[src/rtl/hdmi_pkg.sv]
// rtl/hdmi_pkg.sv - shared TMDS constants, scheduler state type and bit-split helpers
package hdmi_pkg;

    // The four TMDS control tokens, indexed by {C1,C0}.
    localparam logic [9:0] CTRL_TOKEN_00 = 10'b1101010100;
    localparam logic [9:0] CTRL_TOKEN_01 = 10'b0010101011;
    localparam logic [9:0] CTRL_TOKEN_10 = 10'b0101010100;
    localparam logic [9:0] CTRL_TOKEN_11 = 10'b1010101011;

    // One 10-bit word is sent as five DDR bit pairs.
    localparam int PHASES = 5;

    typedef enum logic [1:0] {
        ST_IDLE  = 2'd0,
        ST_PRIME = 2'd1,
        ST_RUN   = 2'd2
    } sched_state_t;

    function automatic logic [9:0] ctrl_token(input logic [1:0] c1c0);
        case (c1c0)
            2'b00:   return CTRL_TOKEN_00;
            2'b01:   return CTRL_TOKEN_01;
            2'b10:   return CTRL_TOKEN_10;
            default: return CTRL_TOKEN_11;
        endcase
    endfunction

    // Bits for the DDR high half: b0 goes out first, then b2, b4, b6, b8.
    function automatic logic [4:0] even_bits(input logic [9:0] w);
        return {w[8], w[6], w[4], w[2], w[0]};
    endfunction

    // Bits for the DDR low half: b1, b3, b5, b7, b9.
    function automatic logic [4:0] odd_bits(input logic [9:0] w);
        return {w[9], w[7], w[5], w[3], w[1]};
    endfunction

endpackage

[src/rtl/tmds_word_sched_if.sv]
// rtl/tmds_word_sched_if.sv - valid/ready word stream from the TMDS encoder
interface tmds_word_sched_if;

    logic [9:0] word_in;
    logic       word_valid;
    logic       word_ready;

    modport master (
        output word_in,
        output word_valid,
        input  word_ready
    );

    modport slave (
        input  word_in,
        input  word_valid,
        output word_ready
    );

endinterface

[src/rtl/tmds_word_fifo.sv]
// rtl/tmds_word_fifo.sv - small synchronous word FIFO with registered occupancy
module tmds_word_fifo #(
    parameter int DEPTH = 4,
    parameter int WIDTH = 10,
    localparam int AW   = $clog2(DEPTH),
    localparam int LW   = AW + 1
) (
    input  logic             clk,
    input  logic             rst,
    input  logic             push,
    input  logic [WIDTH-1:0] push_data,
    input  logic             pop,
    output logic [WIDTH-1:0] head,
    output logic [LW-1:0]    count,
    output logic             full,
    output logic             empty
);

    logic [WIDTH-1:0] mem [DEPTH];
    logic [AW-1:0]    wr_ptr;
    logic [AW-1:0]    rd_ptr;
    logic             do_push;
    logic             do_pop;

    // Flags come straight from the registered count so they never glitch on inputs.
    assign full    = (count == LW'(DEPTH));
    assign empty   = (count == '0);
    assign do_push = push && !full;
    assign do_pop  = pop && !empty;
    assign head    = mem[rd_ptr];

    // Storage has no reset; only pointers and count define validity.
    always_ff @(posedge clk) begin
        if (do_push && !rst) begin
            mem[wr_ptr] <= push_data;
        end
    end

    // Pointer and occupancy bookkeeping; depth is a power of two so pointers wrap naturally.
    always_ff @(posedge clk) begin
        if (rst) begin
            wr_ptr <= '0;
            rd_ptr <= '0;
            count  <= '0;
        end else begin
            if (do_push) begin
                wr_ptr <= wr_ptr + AW'(1);
            end
            if (do_pop) begin
                rd_ptr <= rd_ptr + AW'(1);
            end
            case ({do_push, do_pop})
                2'b10:   count <= count + LW'(1);
                2'b01:   count <= count - LW'(1);
                default: count <= count;
            endcase
        end
    end

endmodule

[src/rtl/tmds_word_sched.sv]
// rtl/tmds_word_sched.sv - word FIFO, 5-phase load sequencer and DDR bit-pair splitter
module tmds_word_sched
    import hdmi_pkg::*;
#(
    parameter logic [9:0] IDLE_WORD   = ctrl_token(2'b00),
    parameter int         FIFO_DEPTH  = 4,
    parameter int         PRIME_LEVEL = 2,
    parameter int         UCNT_W      = 16,
    localparam int        LVL_W       = $clog2(FIFO_DEPTH) + 1
) (
    input  logic                  clk_5x,
    input  logic                  sys_rst,
    input  logic                  en,
    tmds_word_sched_if.slave      word_if,
    output logic                  ser_rise,
    output logic                  ser_fall,
    output logic                  load,
    output logic                  underrun,
    output logic [UCNT_W-1:0]     underrun_cnt,
    output logic [LVL_W-1:0]      level
);

    sched_state_t state;
    logic [2:0]   ph;
    logic [4:0]   rs;
    logic [4:0]   fs;
    logic         load_cycle;
    logic         push;
    logic         pop;
    logic         starve;
    logic         fifo_full;
    logic         fifo_empty;
    logic [9:0]   fifo_head;
    logic [9:0]   next_word;

    // Last phase of the frame is where the next word is chosen.
    assign load_cycle = (ph == 3'(PHASES - 1));

    // Ready depends only on registered occupancy, never on word_valid.
    assign word_if.word_ready = !fifo_full;
    assign push               = word_if.word_valid && !fifo_full;

    // A pop only sees words already stored, so a same-edge push into an empty FIFO still starves.
    assign pop       = load_cycle && (state == ST_RUN) && !fifo_empty;
    assign starve    = load_cycle && (state == ST_RUN) && fifo_empty;
    assign next_word = pop ? fifo_head : IDLE_WORD;

    assign ser_rise = rs[0];
    assign ser_fall = fs[0];

    tmds_word_fifo #(
        .DEPTH (FIFO_DEPTH),
        .WIDTH (10)
    ) u_fifo (
        .clk       (clk_5x),
        .rst       (sys_rst),
        .push      (push),
        .push_data (word_if.word_in),
        .pop       (pop),
        .head      (fifo_head),
        .count     (level),
        .full      (fifo_full),
        .empty     (fifo_empty)
    );

    // Free-running 0..4 phase counter; keeps running in every state.
    always_ff @(posedge clk_5x) begin
        if (sys_rst) begin
            ph <= '0;
        end else if (load_cycle) begin
            ph <= '0;
        end else begin
            ph <= ph + 3'd1;
        end
    end

    // Stream FSM: disable always wins, priming waits for enough buffered words.
    always_ff @(posedge clk_5x) begin
        if (sys_rst) begin
            state <= ST_IDLE;
        end else if (!en) begin
            state <= ST_IDLE;
        end else begin
            case (state)
                ST_IDLE:  state <= ST_PRIME;
                ST_PRIME: begin
                    if (level >= LVL_W'(PRIME_LEVEL)) begin
                        state <= ST_RUN;
                    end
                end
                ST_RUN:   state <= ST_RUN;
                default:  state <= ST_IDLE;
            endcase
        end
    end

    // Shift registers load a fresh word at the end of phase 4 and shift one pair per cycle otherwise.
    always_ff @(posedge clk_5x) begin
        if (sys_rst) begin
            rs       <= even_bits(IDLE_WORD);
            fs       <= odd_bits(IDLE_WORD);
            load     <= 1'b0;
            underrun <= 1'b0;
        end else begin
            if (load_cycle) begin
                rs <= even_bits(next_word);
                fs <= odd_bits(next_word);
            end else begin
                rs <= {1'b0, rs[4:1]};
                fs <= {1'b0, fs[4:1]};
            end
            load     <= load_cycle;
            underrun <= starve;
        end
    end

    // Starvation counter sticks at all-ones rather than wrapping.
    always_ff @(posedge clk_5x) begin
        if (sys_rst) begin
            underrun_cnt <= '0;
        end else if (starve && (underrun_cnt != '1)) begin
            underrun_cnt <= underrun_cnt + UCNT_W'(1);
        end
    end

endmodule

[src/flat_wrapper.sv]
// flat-port wrapper written by rule: the top's interface ports become plain ports
module tmds_word_sched_flat import hdmi_pkg::*;
#(
    parameter logic [9:0] IDLE_WORD   = ctrl_token(2'b00),
    parameter int         FIFO_DEPTH  = 4,
    parameter int         PRIME_LEVEL = 2,
    parameter int         UCNT_W      = 16,
    localparam int        LVL_W       = $clog2(FIFO_DEPTH) + 1
)
  (clk_5x, sys_rst, en, ser_rise, ser_fall, load, underrun, underrun_cnt, level, word_if_word_in, word_if_word_valid, word_if_word_ready);
  tmds_word_sched_if word_if_i ();
  input  logic clk_5x;
  input  logic sys_rst;
  input  logic en;
  output logic ser_rise;
  output logic ser_fall;
  output logic load;
  output logic underrun;
  output logic [UCNT_W-1:0] underrun_cnt;
  output logic [LVL_W-1:0] level;
  input wire logic [$bits(word_if_i.word_in)-1:0] word_if_word_in;
  input wire logic [$bits(word_if_i.word_valid)-1:0] word_if_word_valid;
  output wire logic [$bits(word_if_i.word_ready)-1:0] word_if_word_ready;
  assign word_if_i.word_in = word_if_word_in;
  assign word_if_i.word_valid = word_if_word_valid;
  assign word_if_word_ready = word_if_i.word_ready;
  tmds_word_sched #(.IDLE_WORD(IDLE_WORD), .FIFO_DEPTH(FIFO_DEPTH), .PRIME_LEVEL(PRIME_LEVEL), .UCNT_W(UCNT_W)) u_core (.clk_5x(clk_5x), .sys_rst(sys_rst), .en(en), .word_if(word_if_i), .ser_rise(ser_rise), .ser_fall(ser_fall), .load(load), .underrun(underrun), .underrun_cnt(underrun_cnt), .level(level));
endmodule
[config.mk]
export PLATFORM = sky130hd
export DESIGN_NAME = tmds_word_sched_flat
export DESIGN_NICKNAME = d
export VERILOG_FILES = /design/src/rtl/hdmi_pkg.sv /design/src/rtl/tmds_word_sched_if.sv /design/src/rtl/tmds_word_fifo.sv /design/src/rtl/tmds_word_sched.sv /design/src/flat_wrapper.sv
export SDC_FILE = /design/constraint.sdc
export NUM_CORES = 1
export LEC_CHECK = 0
export ABC_AREA = 1
export CORE_ASPECT_RATIO = 0.8
export CORE_UTILIZATION = 30
export CTS_CLUSTER_DIAMETER = 60
export DETAILED_ROUTE_END_ITERATION = 10
export DONT_BUFFER_PORTS = 1
export PLACE_DENSITY = 0.47
export SLEW_MARGIN = 10
export SYNTH_ARGS = -nofsm -noshare
export SYNTH_HDL_FRONTEND = slang
export SYNTH_SLANG_ARGS = --single-unit
[constraint.sdc]
create_clock -name clk_5x -period 2.4 [get_ports clk_5x]
set_clock_uncertainty 0.2 [all_clocks]
set_input_delay 0.48 -clock clk_5x [delete_from_list [all_inputs] [get_ports clk_5x]]
set_output_delay 0.48 -clock clk_5x [all_outputs]
set_load 0.005 [all_outputs]
==> results of run 1 <==
## what timing repair did
action | in CTS | in global routing
endpoints found under the setup margin | 0 | 1
hold buffers | 3 | 0
endpoints found under the hold margin | 6 | 0
resized for setup | 0 | 8
## state kept, by name, indices dropped and copies added, names as in the netlist, named ones only
signal / cells
u_core.u_fifo.count: 3
u_core.load: 1
u_core.ph: 3
u_core.fs: 5
u_core.underrun: 1
u_core.underrun_cnt: 16
u_core.state: 2
u_core.rs: 5
u_core.u_fifo.mem: 40
u_core.u_fifo.rd_ptr: 2
u_core.u_fifo.wr_ptr: 2
## logic make-up (layout without fill, tap and decap cells)
kind of cell    after synthesis  count (layout)
flops                        82              82
buf+inv                      47              64
compound gates               50              50
fa+ha+maj                    12              12
simple gates                192             192
xor+xnor                      2               2
## through the flow
stage          utilization, %  setup WS, ns  std cells  total power [mW]  cell area, µm²
6_report                35.74        0.1410        550             3.152            4131
5_1_grt                 35.74      0.005386        550             3.272            4131
4_1_cts                 35.62       0.06028        550             3.199            4118
3_5_place_dp            32.52       0.06656        531             1.674            3760
3_3_place_gp            32.52        0.1378        531             1.670            3760
2_1_floorplan               -        0.2643        385             1.641            3570
## final timing paths
kind | from | endpoint | slack (ns) | cells after the start
hold / removal | word_if_word_in[6] | u_core.u_fifo.mem[1][6] | 0.04 | 0
setup reg to reg | u_core.state[0] | u_core.u_fifo.count[2] | 0.14 | 13
hold reg to reg | u_core.fs[3] | u_core.fs[2] | 0.23 | 2
setup / recovery | u_core.state[0] | u_core.u_fifo.count[2] | 0.14 | 13
## cell type report
class	instances	area [µm²]
repair buffers	10	82.58
clock buffers	11	242.7
clock inverters	5	85.08
multi-input cells	256	1351
inverters	38	142.6
well taps	148	185.2
flip-flops and latches	82	2042
fillers	1164	7430
## cells in the final DEF (no fill, tap or decap), types with 2 or more instances in the layout
cell type      count
a21oi_1           20
a31oi_1            2
buf_4              7
bufinv_16          2
clkbuf_16          9
dfxtp_1           42
dlygate4sd3_1      3
edfxtp_1          40
ha_1              10
inv_1             35
inv_2              3
inv_6              2
nand2_1           75
nand2_2            5
nand3_1           33
nand3b_1           2
nand4_1            2
nor2_1            60
nor2_2             4
nor2_4             2
nor2_8             2
o211ai_1           2
o21ai_0           17
o21ai_1            3
o22a_1             3
or2_2              3
## power groups by stage
stage	Combinational (mW)	Clock [mW]	Sequential, mW
after floorplan	0.0847	0	1.56
after global placement	0.111	0	1.56
after detailed placement	0.114	0	1.56
after CTS	0.121	1.55	1.53
after global routing	0.142	1.60	1.53
final	0.121	1.50	1.53
## cell usage after synthesis, types with 2 or more instances
master    number
nand3b_1       2
inv_1         37
a21oi_1       21
a31oi_1        2
nand3_1       34
or2_2          3
nor2_4         2
nand2_2        5
nor2_1        60
nand4_1        2
o21ai_0       19
ha_1          11
dfxtp_1       42
clkbuf_1       3
nor2_2         4
o22a_1         3
nor2_8         2
buf_2          5
edfxtp_1      40
nand2_1       75
o211ai_1       2
## routing by layer
metal,share of wire [%],vias to the layer above,GRT usage (%)
li1,-,1287,-
met1,51,1159,18.83
met2,43,45,18.80
met3,5.8,7,5.218
met4,1.1,0,4.396
met5,0,-,0
## critical path, delay by kind of cell (launching register included)
kind / cells / cell delay, ns
adder cells (fa/ha/maj): 3 / 0.68
flip-flops: 1 / 0.31
AO/OA/AOI/OAI: 4 / 0.43
buffers and inverters: 4 / 0.34
AND/OR/NAND/NOR: 2 / 0.20
==> results.md, run 1 <==
* Routed vias at approximately 2500
* Top cell type's share of synthesized area at about 34%
* Diode count at 0
* Mapped Area at approximately 0.0036 mm²
* Post-Synth XOR/XNOR Area at less than 1%
* RSZ-0062 raised after global routing: false
* Latest clock arrival within the worst-skew pair at 0.34 ns
* Max Cap Violations at 0
* Status: complete, no violations
* Layout net count at about 420
* DIE HEIGHT at about 100 µm
* Switching Share at 20.58%
* CP startpoint kind: flop
* Largest family of logic cells by synthesized area: simple AND/OR/NAND/NOR gates
* Avg Synthesized Cell Area at 9.272 µm²
* Reg clk slew, reported paths at around 0.06 ns
* First-pass GRT wire length at approximately 12000 µm
* Relative slew slack at between 50% and 60%
* Drt total wl at between 7000 and 8000 µm
* Clock network power share at about 48%
* Post-synth ARST share at 0%
* Vias in the first global route at between 2000 and 2500
* Final hold violation count at 0
* Worst endpoint data arrival time at 2.29 ns
* Routed vias/inst at 4.542
* Core Area at 0.01156 mm²
* Tot GR Track Use at 13.45%
* Reg power frac at 48.5%
* Power Internal at 2.504 mW
* Worst path required time at roughly 2.4 ns
* Top Ports at 38
* Total congestion overflow at 0
* Area growth, synth to finish at 15.74%
* P_leak at ~1.6 nW
* Rows at 35
* CTS buffer count at 9
* DIE WIDTH at between 100 and 150 µm
* Largest cells by area after synthesis: edfxtp_1 (34%), dfxtp_1 (24%), nand2_1 (7.9%), nor2_1 (6.3%), nand3_1 (4.8%)
* Class of the worst hold path: in -> reg
* Worst setup path class: reg -> reg
* Slew @ Worst Pin at 0.6688 ns
* Max stage delay on crit path at around 0.36 ns
* Port Buf Inserts at 0
* Max-slew violations at 0
* Antenna violations before repair at 0
* RePlAce Congestion at ~0.77
* Pin count of the biggest net entering global routing at 21
* DP HPWL at between 5000 and 6000 µm
* Syn_nets at 411
* Finish-stage setup viols at 0
* Sink Count at slightly above 80
* CTS tree: done
* Critical path, cell by cell: inv_1 > ha_2 > nand3_2 > inv_2 > nand2_1 > inv_2 > ha_1 > inv_1 > fa_2 > a21oi_2 > o21ai_1 > o21ai_1 > a21oi_1
* Power Density at around 760 mW/mm²
* FMAX at ~440 MHz
* Drt initial violations at 130
* Cell taking the most area after synthesis: edfxtp_1
* DRT antenna net count at 0
* Final Critical Period at approximately 2.3 ns
* Die ar. at about 0.012 mm²
* Post-synth top flop: dfxtp_1
* EDFF count, synth at 40
* Compound-Gate Fraction of Synth Area at 7.921%
* H-Tree Depth at 3
* Starting Density at a little under a third
* Syn Inst Count at 385
* Proportion of synthesized area in mux cells at 0%
* Fraction of the mapped netlist area in simple logic gates at about 25%
* Warning count from the yosys run at 0
* DR pass1 iterations at 4
* Worst setup EP type: flop
* DRC Markers at 0
* Register bit total from synthesis at 82
* CP max FO at 3
* Worst vdd ir at between 0.0003 and 0.0004 V
* Logic pwr share at ~3.9%
* Setup tns final at 0 ns
* Adder-cell share of the synthesized area at 4.416%
* Sequential share of the synthesized area at between 50% and 60%
* Post-CTS setup buffer count at 0
* Switching Power at about 650 µW
* Synth unique cells at 32
* Root buffer cell: clkbuf_16
* Slowest-stage cell, CP: fa_2
* Max Buffers Root-to-Sink at 2
* Final worst path period share at 94.13%
* Mean routed wirelength per cell at 14.07 µm
* Layout cells sized above 1 at 11.94%
* Hold slack at 0.03613 ns
Power figures use the tool's default switching activity.
==> run 2: changes to the inputs <==
--- a/config.mk
+++ b/config.mk
@@ -7,11 +7,11 @@
 export LEC_CHECK = 0
 export ABC_AREA = 1
 export CORE_ASPECT_RATIO = 0.8
-export CORE_UTILIZATION = 30
+export CORE_UTILIZATION = 42
 export CTS_CLUSTER_DIAMETER = 60
 export DETAILED_ROUTE_END_ITERATION = 10
 export DONT_BUFFER_PORTS = 1
-export PLACE_DENSITY = 0.47
+export PLACE_DENSITY = 0.59
 export SLEW_MARGIN = 10
 export SYNTH_ARGS = -nofsm -noshare
 export SYNTH_HDL_FRONTEND = slang
==> results.md, run 2 (synthesized netlist as in run 1, its figures left out) <==
* Sink Count at 82 (unchanged)
* Setup tns final at 0 ns (unchanged)
* Rows at 29 (-17%)
* Reg power frac at 57.8% (+9.3 points)
* Max stage delay on crit path at 0.34 ns (-0.02 ns)
* Max-slew violations at 0 (unchanged)
* Post-CTS setup buffer count at 0 (unchanged)
* Die ar. at 0.008874 mm² (-28%)
* CP max FO at 3 (unchanged)
* DRT antenna net count at 0 (unchanged)
* Most frequent cells in the layout: nand2_1 (74), nor2_1 (60), dfxtp_1 (42)
* DP HPWL at 4610 µm (-10%)
* Final Util at 49.65% (+14 points)
* CTS tree: done
* Largest register FFs at 40 (unchanged)
* Diode count at 0 (unchanged)
* Final hold violation count at 0 (unchanged)
* Leading cell type in the layout, fill and taps excluded: nand2_1
* Relative slew slack at 58.30% (+2.9 points)
* CP delay by family, top: adder cells
* DRC Markers at 0 (unchanged)
* Worst vdd ir at 0.0002767 V (-28%)
* Pre-CTS setup slack at 0.09997 ns (+0.03340 ns)
* Status: complete, no violations
* Drt total wl at 6853 µm (-11%)
* Drt initial violations at 148 (+14%)
* P_leak at 1.588 nW (-1.4%)
* Latest clock arrival within the worst-skew pair at 0.36 ns (+0.02 ns)
* Pin count of the biggest net entering global routing at 21 (unchanged)
* Dpl cells at 491 (-7.5%)
* Port Buf Inserts at 0 (unchanged)
* Layout net count at 431 (+1.9%)
* Finish-stage setup viols at 0 (unchanged)
* DIE WIDTH at 105.1 µm (-15%)
* DR pass1 iterations at 4 (unchanged)
* RePlAce Congestion at 0.7872 (+2.8%)
* Power Internal at 2.041 mW (-18%)
* Total congestion overflow at 0 (unchanged)
* Critical path, cell by cell: inv_1 > ha_1 > nand3_1 > inv_2 > nand2_2 > inv_2 > ha_1 > inv_1 > fa_2 > a21oi_1 > o21ai_1 > o21ai_1 > a21oi_1
* Logic pwr share at 5.0% (+1.1 points)
* Switching Share at 22.82% (+2.2 points)
* Vias in the first global route at 2460 (+3.8%)
* Switching Power at 603.5 µW (-7.0%)
* Reg clk slew, reported paths at 0.08 ns (+0.02 ns)
* WP buf/inv at 4 (unchanged)
* DIE HEIGHT at 84.46 µm (-15%)
* Starting Density at 44.12% (+13 points)
* CTS buffer count at 9 (unchanged)
* CP startpoint kind: flop
* FMAX at 467.0 MHz (+5.5%)
* Power Density at 658.2 mW/mm² (-14%)
* Post-route cell area at 0.004018 mm² (-2.8%)
* Top Ports at 38 (unchanged)
* Antenna violations before repair at 0 (unchanged)
* Area growth, synth to finish at 12.55%
* RSZ-0062 raised after global routing: false
* Core Area at 0.008092 mm² (-30%)
* Tot GR Track Use at 17.30% (+3.8 points)
* Hold slack at 0.02656 ns (-0.009572 ns)
* Worst path required time at 2.44 ns (about the same)
* Fill cells at 786 (-32%)
* HP Start: word_if_word_in[3]
* Routed vias at 2515 (+0.68%)
* Worst setup EP type: flop
* Routed vias/inst at 4.855 (+6.9%)
* Slew @ Worst Pin at 0.6248 ns (-0.04400 ns)
* Max Buffers Root-to-Sink at 2 (unchanged)
* Final Critical Period at 2.141 ns (-0.1177 ns)
* Worst setup path class: reg -> reg
* Layout cells sized above 1 at 11.22% (-0.72 points)
* First-pass GRT wire length at 11770 µm (-3.9%)
* Final Worst Setup Slack at 0.2587 ns (+0.1177 ns)
* H-Tree Depth at 3 (unchanged)
* Final worst path period share at 89.22% (-4.9 points)
* Non-Filler Instances at 518 (-5.8%)
* Total power at 2.645 mW (-16%)
* Area after DPL at 0.003710 mm² (-1.3%)
* Class of the worst hold path: in -> reg
* Clock network power share at 37.2% (-10 points)
* Biggest registers after layout: u_core.u_fifo.mem x40, u_core.underrun_cnt x16
* Root buffer cell: clkbuf_8
* R2r startpoint: u_core.ph[0]
* Crit. Startpoint: u_core.ph[0]
* Biggest register: u_core.u_fifo.mem
* Mean routed wirelength per cell at 13.23 µm (-6.0%)
* Slowest-stage cell, CP: fa_2
* Max Cap Violations at 0 (unchanged)
* Worst endpoint data arrival time at 2.19 ns (-0.10 ns)
run 2: cell count changes in the layout (fill, tap and decap cells not counted), moves of 2 or more:
cell | before | now
clkinv_4 | 0 | 2
clkbuf_16 | 9 | 0
clkinv_1 | 0 | 2
clkbuf_8 | 1 | 9
dlygate4sd3_1 | 3 | 11
run 2: layer usage:
layer	part of all wire [%]	GRT usage, %
met1	49	23.29
met2	44	26.49
met3	5.9	6.211
met4	0.82	4.609
met5	0	0
run 2: path summary, 6_finish.rpt:
| kind | to | slack (ns) | cells past startpoint |
|---|---|---|---|
| min reg2reg | u_core.fs[3] | 0.23 | 2 |
| max | u_core.u_fifo.count[2] | 0.26 | 13 |
| min | u_core.u_fifo.mem[3][3] | 0.03 | 0 |
| max reg2reg | u_core.u_fifo.count[2] | 0.26 | 13 |
run 2: power groups by stage:
stage | combinational [mW] | sequential (mW) | clock [mW]
floorplan | 0.0847 | 1.56 | 0
global placement | 0.107 | 1.56 | 0
detailed placement | 0.111 | 1.56 | 0
CTS | 0.122 | 1.53 | 1.01
global route | 0.159 | 1.53 | 1.07
finish | 0.133 | 1.53 | 0.985
run 2: cell type report:
cell class                 instances  area, µm²  share of cell area [%]
clock inverter                     7      68.82                   1.713
multi-input combinational        256       1343                   33.42
clock buffer                       9      123.9                   3.083
timing repair buffer              18      162.7                   4.049
inverter                          38      142.6                   3.550
sequential                        82       2042                   50.83
tap                              108      135.1                   3.363
run 2: repair_timing:
| item | in CTS | in global routing |
|---|---|---|
| hold buffers | 5 | 6 |
| endpoints found under the hold margin | 22 | 19 |
| resized for setup | 0 | 7 |
| endpoints found under the setup margin | 0 | 1 |
